==> src/rtl/bank_req_fifo_if.sv <==
// Request/response bundle between an M module, its bank_req_fifo and the bank scheduler.
// The slave modport is the FIFO side; the master modport is the requester/scheduler side.
interface bank_req_fifo_if #(
  parameter int ADDR_WIDTH = 13,
  parameter int DATA_WIDTH = 32
);
  logic                  in_valid;
  logic                  in_ready;
  logic [ADDR_WIDTH-1:0] in_addr;
  logic [DATA_WIDTH-1:0] in_data;
  logic                  in_we;
  logic                  out_valid;
  logic [ADDR_WIDTH-1:0] out_addr;
  logic [DATA_WIDTH-1:0] out_data;
  logic                  out_we;
  logic                  conflict;
  logic [DATA_WIDTH-1:0] mem_data;
  logic                  rsp_valid;
  logic [DATA_WIDTH-1:0] rsp_data;
  logic                  err_oor;
  logic [7:0]            stall_cnt;

  modport master (
    output in_valid, in_addr, in_data, in_we, conflict, mem_data,
    input  in_ready, out_valid, out_addr, out_data, out_we,
           rsp_valid, rsp_data, err_oor, stall_cnt
  );

  modport slave (
    input  in_valid, in_addr, in_data, in_we, conflict, mem_data,
    output in_ready, out_valid, out_addr, out_data, out_we,
           rsp_valid, rsp_data, err_oor, stall_cnt
  );
endinterface

==> src/rtl/bank_req_fifo.sv <==
// Per-requester request FIFO ahead of the bank scheduler: combinational head, retire on a conflict-free edge,
// read data returned as a one-cycle pulse after retire; in_ready drops only when all DEPTH entries are held.
module bank_req_fifo #(
  parameter int                    ADDR_WIDTH = 13,
  parameter int                    DATA_WIDTH = 32,
  parameter int                    DEPTH      = 4,
  parameter logic [ADDR_WIDTH-1:0] lower_addr = '0,
  parameter logic [ADDR_WIDTH-1:0] upper_addr = ADDR_WIDTH'(4),
  parameter logic [ADDR_WIDTH-1:0] IDLE_ADDR  = {ADDR_WIDTH{1'b1}}
) (
  input logic            clk,
  input logic            rst_n,
  bank_req_fifo_if.slave bus
);
  localparam int PTR_W = (DEPTH > 1) ? $clog2(DEPTH) : 1;
  localparam int CNT_W = PTR_W + 1;
  localparam logic [CNT_W-1:0] FULL = CNT_W'(DEPTH);

  typedef struct packed {
    logic [ADDR_WIDTH-1:0] addr;
    logic [DATA_WIDTH-1:0] data;
    logic                  we;
  } entry_t;

  entry_t                storage [DEPTH];
  entry_t                head;
  logic [PTR_W-1:0]      wrPtr;
  logic [PTR_W-1:0]      rdPtr;
  logic [CNT_W-1:0]      count;
  logic [ADDR_WIDTH-1:0] addrOffset;
  logic                  inRange;
  logic                  notEmpty;
  logic                  accept;
  logic                  doPush;
  logic                  doPop;

  // One unsigned compare covers both bounds: addresses below lower_addr wrap to huge offsets.
  assign addrOffset = bus.in_addr - lower_addr;
  assign inRange    = (addrOffset <= (upper_addr - lower_addr));

  assign notEmpty = (count != '0);
  assign accept   = bus.in_valid && bus.in_ready;
  assign doPush   = accept && inRange;
  assign doPop    = notEmpty && !bus.conflict;
  assign head     = storage[rdPtr];

  assign bus.in_ready  = (count != FULL);
  assign bus.out_valid = notEmpty;
  assign bus.out_addr  = notEmpty ? head.addr : IDLE_ADDR;
  assign bus.out_data  = notEmpty ? head.data : '0;
  assign bus.out_we    = notEmpty && head.we;

  always_ff @(posedge clk) begin
    if (doPush) begin
      storage[wrPtr] <= '{addr: bus.in_addr, data: bus.in_data, we: bus.in_we};
    end
  end

  always_ff @(posedge clk or negedge rst_n) begin
    if (!rst_n) begin
      wrPtr <= '0;
      rdPtr <= '0;
      count <= '0;
    end else begin
      if (doPush) wrPtr <= wrPtr + PTR_W'(1);
      if (doPop)  rdPtr <= rdPtr + PTR_W'(1);
      case ({doPush, doPop})
        2'b10:   count <= count + CNT_W'(1);
        2'b01:   count <= count - CNT_W'(1);
        default: count <= count;
      endcase
    end
  end

  always_ff @(posedge clk or negedge rst_n) begin
    if (!rst_n) begin
      bus.rsp_valid <= 1'b0;
      bus.rsp_data  <= '0;
      bus.err_oor   <= 1'b0;
      bus.stall_cnt <= '0;
    end else begin
      bus.err_oor   <= accept && !inRange;
      bus.rsp_valid <= doPop && !head.we;
      if (doPop && !head.we) begin
        bus.rsp_data <= bus.mem_data;
      end
      // Counts only conflicted cycles of the entry currently at the head.
      if (doPop || !notEmpty) begin
        bus.stall_cnt <= '0;
      end else if (bus.conflict && (bus.stall_cnt != 8'hFF)) begin
        bus.stall_cnt <= bus.stall_cnt + 8'd1;
      end
    end
  end
endmodule

==> src/flat_wrapper.sv <==
// flat-port wrapper written by rule: the top's interface ports become plain ports
module bank_req_fifo_flat 
#(
  parameter int                    ADDR_WIDTH = 13,
  parameter int                    DATA_WIDTH = 32,
  parameter int                    DEPTH      = 4,
  parameter logic [ADDR_WIDTH-1:0] lower_addr = '0,
  parameter logic [ADDR_WIDTH-1:0] upper_addr = ADDR_WIDTH'(4),
  parameter logic [ADDR_WIDTH-1:0] IDLE_ADDR  = {ADDR_WIDTH{1'b1}}
)
  (clk, rst_n, bus_in_valid, bus_in_addr, bus_in_data, bus_in_we, bus_conflict, bus_mem_data, bus_in_ready, bus_out_valid, bus_out_addr, bus_out_data, bus_out_we, bus_rsp_valid, bus_rsp_data, bus_err_oor, bus_stall_cnt);
  bank_req_fifo_if #(.ADDR_WIDTH(ADDR_WIDTH), .DATA_WIDTH(DATA_WIDTH)) bus_i ();
  input logic clk;
  input logic rst_n;
  input wire logic [$bits(bus_i.in_valid)-1:0] bus_in_valid;
  input wire logic [$bits(bus_i.in_addr)-1:0] bus_in_addr;
  input wire logic [$bits(bus_i.in_data)-1:0] bus_in_data;
  input wire logic [$bits(bus_i.in_we)-1:0] bus_in_we;
  input wire logic [$bits(bus_i.conflict)-1:0] bus_conflict;
  input wire logic [$bits(bus_i.mem_data)-1:0] bus_mem_data;
  output wire logic [$bits(bus_i.in_ready)-1:0] bus_in_ready;
  output wire logic [$bits(bus_i.out_valid)-1:0] bus_out_valid;
  output wire logic [$bits(bus_i.out_addr)-1:0] bus_out_addr;
  output wire logic [$bits(bus_i.out_data)-1:0] bus_out_data;
  output wire logic [$bits(bus_i.out_we)-1:0] bus_out_we;
  output wire logic [$bits(bus_i.rsp_valid)-1:0] bus_rsp_valid;
  output wire logic [$bits(bus_i.rsp_data)-1:0] bus_rsp_data;
  output wire logic [$bits(bus_i.err_oor)-1:0] bus_err_oor;
  output wire logic [$bits(bus_i.stall_cnt)-1:0] bus_stall_cnt;
  assign bus_i.in_valid = bus_in_valid;
  assign bus_i.in_addr = bus_in_addr;
  assign bus_i.in_data = bus_in_data;
  assign bus_i.in_we = bus_in_we;
  assign bus_i.conflict = bus_conflict;
  assign bus_i.mem_data = bus_mem_data;
  assign bus_in_ready = bus_i.in_ready;
  assign bus_out_valid = bus_i.out_valid;
  assign bus_out_addr = bus_i.out_addr;
  assign bus_out_data = bus_i.out_data;
  assign bus_out_we = bus_i.out_we;
  assign bus_rsp_valid = bus_i.rsp_valid;
  assign bus_rsp_data = bus_i.rsp_data;
  assign bus_err_oor = bus_i.err_oor;
  assign bus_stall_cnt = bus_i.stall_cnt;
  bank_req_fifo #(.ADDR_WIDTH(ADDR_WIDTH), .DATA_WIDTH(DATA_WIDTH), .DEPTH(DEPTH), .lower_addr(lower_addr), .upper_addr(upper_addr), .IDLE_ADDR(IDLE_ADDR)) u_core (.clk(clk), .rst_n(rst_n), .bus(bus_i));
endmodule
==> config.mk <==
export PLATFORM = sky130hd
export DESIGN_NAME = bank_req_fifo_flat
export DESIGN_NICKNAME = d
export VERILOG_FILES = /design/src/rtl/bank_req_fifo_if.sv /design/src/rtl/bank_req_fifo.sv /design/src/flat_wrapper.sv
export SDC_FILE = /design/constraint.sdc
export NUM_CORES = 1
export LEC_CHECK = 0
export ABC_AREA = 0
export ABC_CLOCK_PERIOD_IN_PS = 2600
export BUFFER_PORTS_ARGS = -buffer_cell sky130_fd_sc_hd__buf_2
export CORE_ASPECT_RATIO = 0.7
export CORE_UTILIZATION = 50
export DETAILED_ROUTE_END_ITERATION = 16
export PLACE_DENSITY = 0.76
export SYNTH_ARGS = -nofsm -noshare
export SYNTH_HDL_FRONTEND = slang
export SYNTH_SLANG_ARGS = --single-unit
==> constraint.sdc <==
create_clock -name clk -period 2.6 [get_ports clk]
set_input_delay 0.52 -clock clk [delete_from_list [all_inputs] [get_ports clk]]
set_output_delay 0.52 -clock clk [all_outputs]
set_load 0.05 [all_outputs]
==> flow_summary.toml <==
[worst_setup_path]
worstSetupPathType = "reg2out"
crit_path_start_kind = "register"
r2r_setup_slack_ns = 0.25
worstPathArrival_ns = 2.15
critPathMaxFanout = 7
worstReg2RegStart = "u_core.count[0]$_DFFE_PN0P_"
critical_path.startpoint = "u_core.rdPtr[0]$_DFFE_PN0P_"
cp.required_ns = 2.08
crit_path_end_kind = "primary output"

[timing]
setup_viol = 34
finalCritPeriodShare_pct = 103
drv_slew = 0
fmax_ghz = 0.374
rsz0062_at_grt = "yes"
slew_headroom_pct = 46.1
finClkSkew_ns = 0.0136
tightest_slew_ns = 0.809
setup_slack_ns = -0.0743
hold_viol = 0
hold_ws_ns = 0.105
post-route-min-period_ns = 2.67

[grt]
grt_pass1_wl_um = 29400
antenna_found_initial = 4
grt_max_degree = 48
grt.overflow.total = 0
track_usage_pct = 21.0
grt_pass1_vias = 5213

[synth]
synth_cell_types = 34
yosysTopAreaCellShare_pct = 61.2
async_flop_share_pct = 21.0
synth_edf_count = 184
synth_seq_cells = 233
yosys_most_used_dff = "edfxtp_1"
netlist_instances = 450
avgSynthCellArea_um2 = 20.1
synth.area.top_cells = "edfxtp_1, dfrtp_1, mux4_2"
synth.cell_area_um2 = 9030
ys_seq_area_share_pct = 74.8
synth_warnings = 0
synthesis.nets = 539
synth_top_area_cell = "edfxtp_1"

[layout]
drive_gt1_share_pct = 54.9
fin_util_pct = 68.2
fin_area_um2 = 11900
nFillCells = 1096
syn_to_final_growth_pct = 31.6
final_nets = 753
final_cells = 914

[placement]
dp.cells = 857
io_buffers = 171
placed_area_um2 = 10400
place_ws_ns = 0.0684
globalplace.congestion = 0.782
dp_hpwl_um = 12000

[routing]
num_vias = 4932
wire_per_inst_um = 20.7
route.detailed.drc = 0
routed_wl_um = 18900
drtIter0Drc = 410
via_per_inst = 5.40
drtPass1Iterations = 4
ant_nets = 0

[cts]
clock_latency_ns = 0.50
cts.sinks = 233
root_buffer = "clkbuf_16"
cts.reportedPaths.clkPinSlew_ns = 0.06
htree_levels = 1
postCtsHoldBufs = 0
tritoncts = "yes"
cts_buffers = 23
clk_path_buf_depth = 3

[floorplan]
ios = 172
die_w_um = 163
initial_core_util_pct = 51.8
row_count = 40
coreArea_um2 = 17400
fp.dieH_um = 114
dieArea_um2 = 18600

[hold_path]
min_path_type = "in2async"

[power_and_ir_drop]
vdd.ir_drop.worst_uv = 982
power_density_nw_per_um2 = 1320
p_leak_nw = 4.54

[status]
violations = "setup timing"
status = "complete, but fails checks"

[run]
drv_cap = 0
-- through the flow --
stage | total power, mW | TNS [ns]
2_1_floorplan | 9.18 | 0
3_3_place_gp | 10.5 | 0
3_5_place_dp | 10.6 | 0
4_1_cts | 15.8 | -2.69
5_1_grt | 16.2 | -3.81
6_report | 15.7 | -1.07
-- flip-flops by register name (all words and copies together), names as in the netlist --
register / count
u_core.wrPtr: 2
u_core.storage: 184
u_core.rdPtr: 2
u_core.bus.rsp_data: 32
u_core.bus.err_oor: 1
u_core.count: 3
u_core.bus.stall_cnt: 8
u_core.bus.rsp_valid: 1
-- layer usage --
metal | wire length [µm] | GRT usage [%] | share of wire (%) | up-vias
li1 | - | - | - | 2187
met3 | 1180 | 4.78 | 6.2 | 22
met5 | 13 | 0 | 0.069 | -
met4 | 223 | 4.11 | 1.2 | 2
met2 | 9250 | 33.3 | 49 | 175
met1 | 8260 | 30.4 | 44 | 2546
-- where the power goes --
group	switching [mW]	total, mW	internal (mW)
registers	0.231	4.58	4.35
logic	4.33	7.50	3.17
clock network	1.36	3.58	2.22
-- critical path, stage by stage, from the launching register on --
cell,delay [ns]
dfrtp_4,0.53
buf_12,0.15
buf_16,0.12
mux4_2,0.51
and2_4,0.18
buf_6,0.14
-- worst paths after layout --
| kind | end | cells after the start |
|---|---|---|
| worst max-delay path | bus_out_data[29] | 5 |
| worst min-delay path | u_core.bus.rsp_data[20]$_DFFE_PN0P_ | 1 |
| worst max register to register | u_core.count[2]$_DFFE_PN0P_ | 10 |
| worst min register to register | u_core.bus.rsp_data[21]$_DFFE_PN0P_ | 1 |
| max in group asynchronous | u_core.bus.rsp_data[22]$_DFFE_PN0P_ | 2 |
| min in group clk | u_core.storage[1][6]$_DFFE_PP_ | 1 |
-- kinds of logic after synthesis --
logic type | Yosys count | synth area share [%]
mux | 80 | 15.7
flops | 233 | 74.8
xor+xnor | 9 | 0.873
compound gates | 9 | 0.540
fa+ha+maj | 7 | 1.05
simple gates | 88 | 5.74
buf+inv | 24 | 1.33
-- cells in the final DEF (no fill, tap or decap), drive strengths merged, types with 4 or more instances in the layout --
master / instances
a21oi: 4
and2: 37
buf: 206
bufinv: 6
clkbuf: 25
clkinv: 9
dfrtp: 49
edfxtp: 184
ha: 6
inv: 8
mux2: 33
mux4: 46
nand2: 8
nand3: 4
nor2: 12
nor3: 5
o21ai: 4
or2: 13
xnor2: 4
xor2: 5
-- final cells by class --
cell class	instances	area, µm²	share of cell area (%)
sequential	233	6760	56.9
tap	231	289	2.43
inverter	7	28.8	0.242
clock buffer	25	583	4.91
antenna	2	5.00	0.0421
multi-input combinational	193	2280	19.2
timing repair buffer	206	1690	14.3
clock inverter	17	241	2.03
-- repair_timing --
action                                  in CTS  in global routing
endpoints found under the setup margin      44                 46
buffers inserted                            11                  0
resized for setup                          158                  6
gates cloned                                 3                  0
-- cells in the mapped netlist (all sizes together) (2+ instances only) --
cell type and n:
and2 37, dfrtp 49, xnor2 4, a21oi 4, nor3 5, nand2 8
mux2 33, buf 11, or2 13, inv 7, clkbuf 6, ha 6
mux4 46, nor2 12, and4 2, xor2 5, o21ai 4, edfxtp 184
nor4 2, nand3 4
Note: power is estimated with default switching activity, not from simulation.
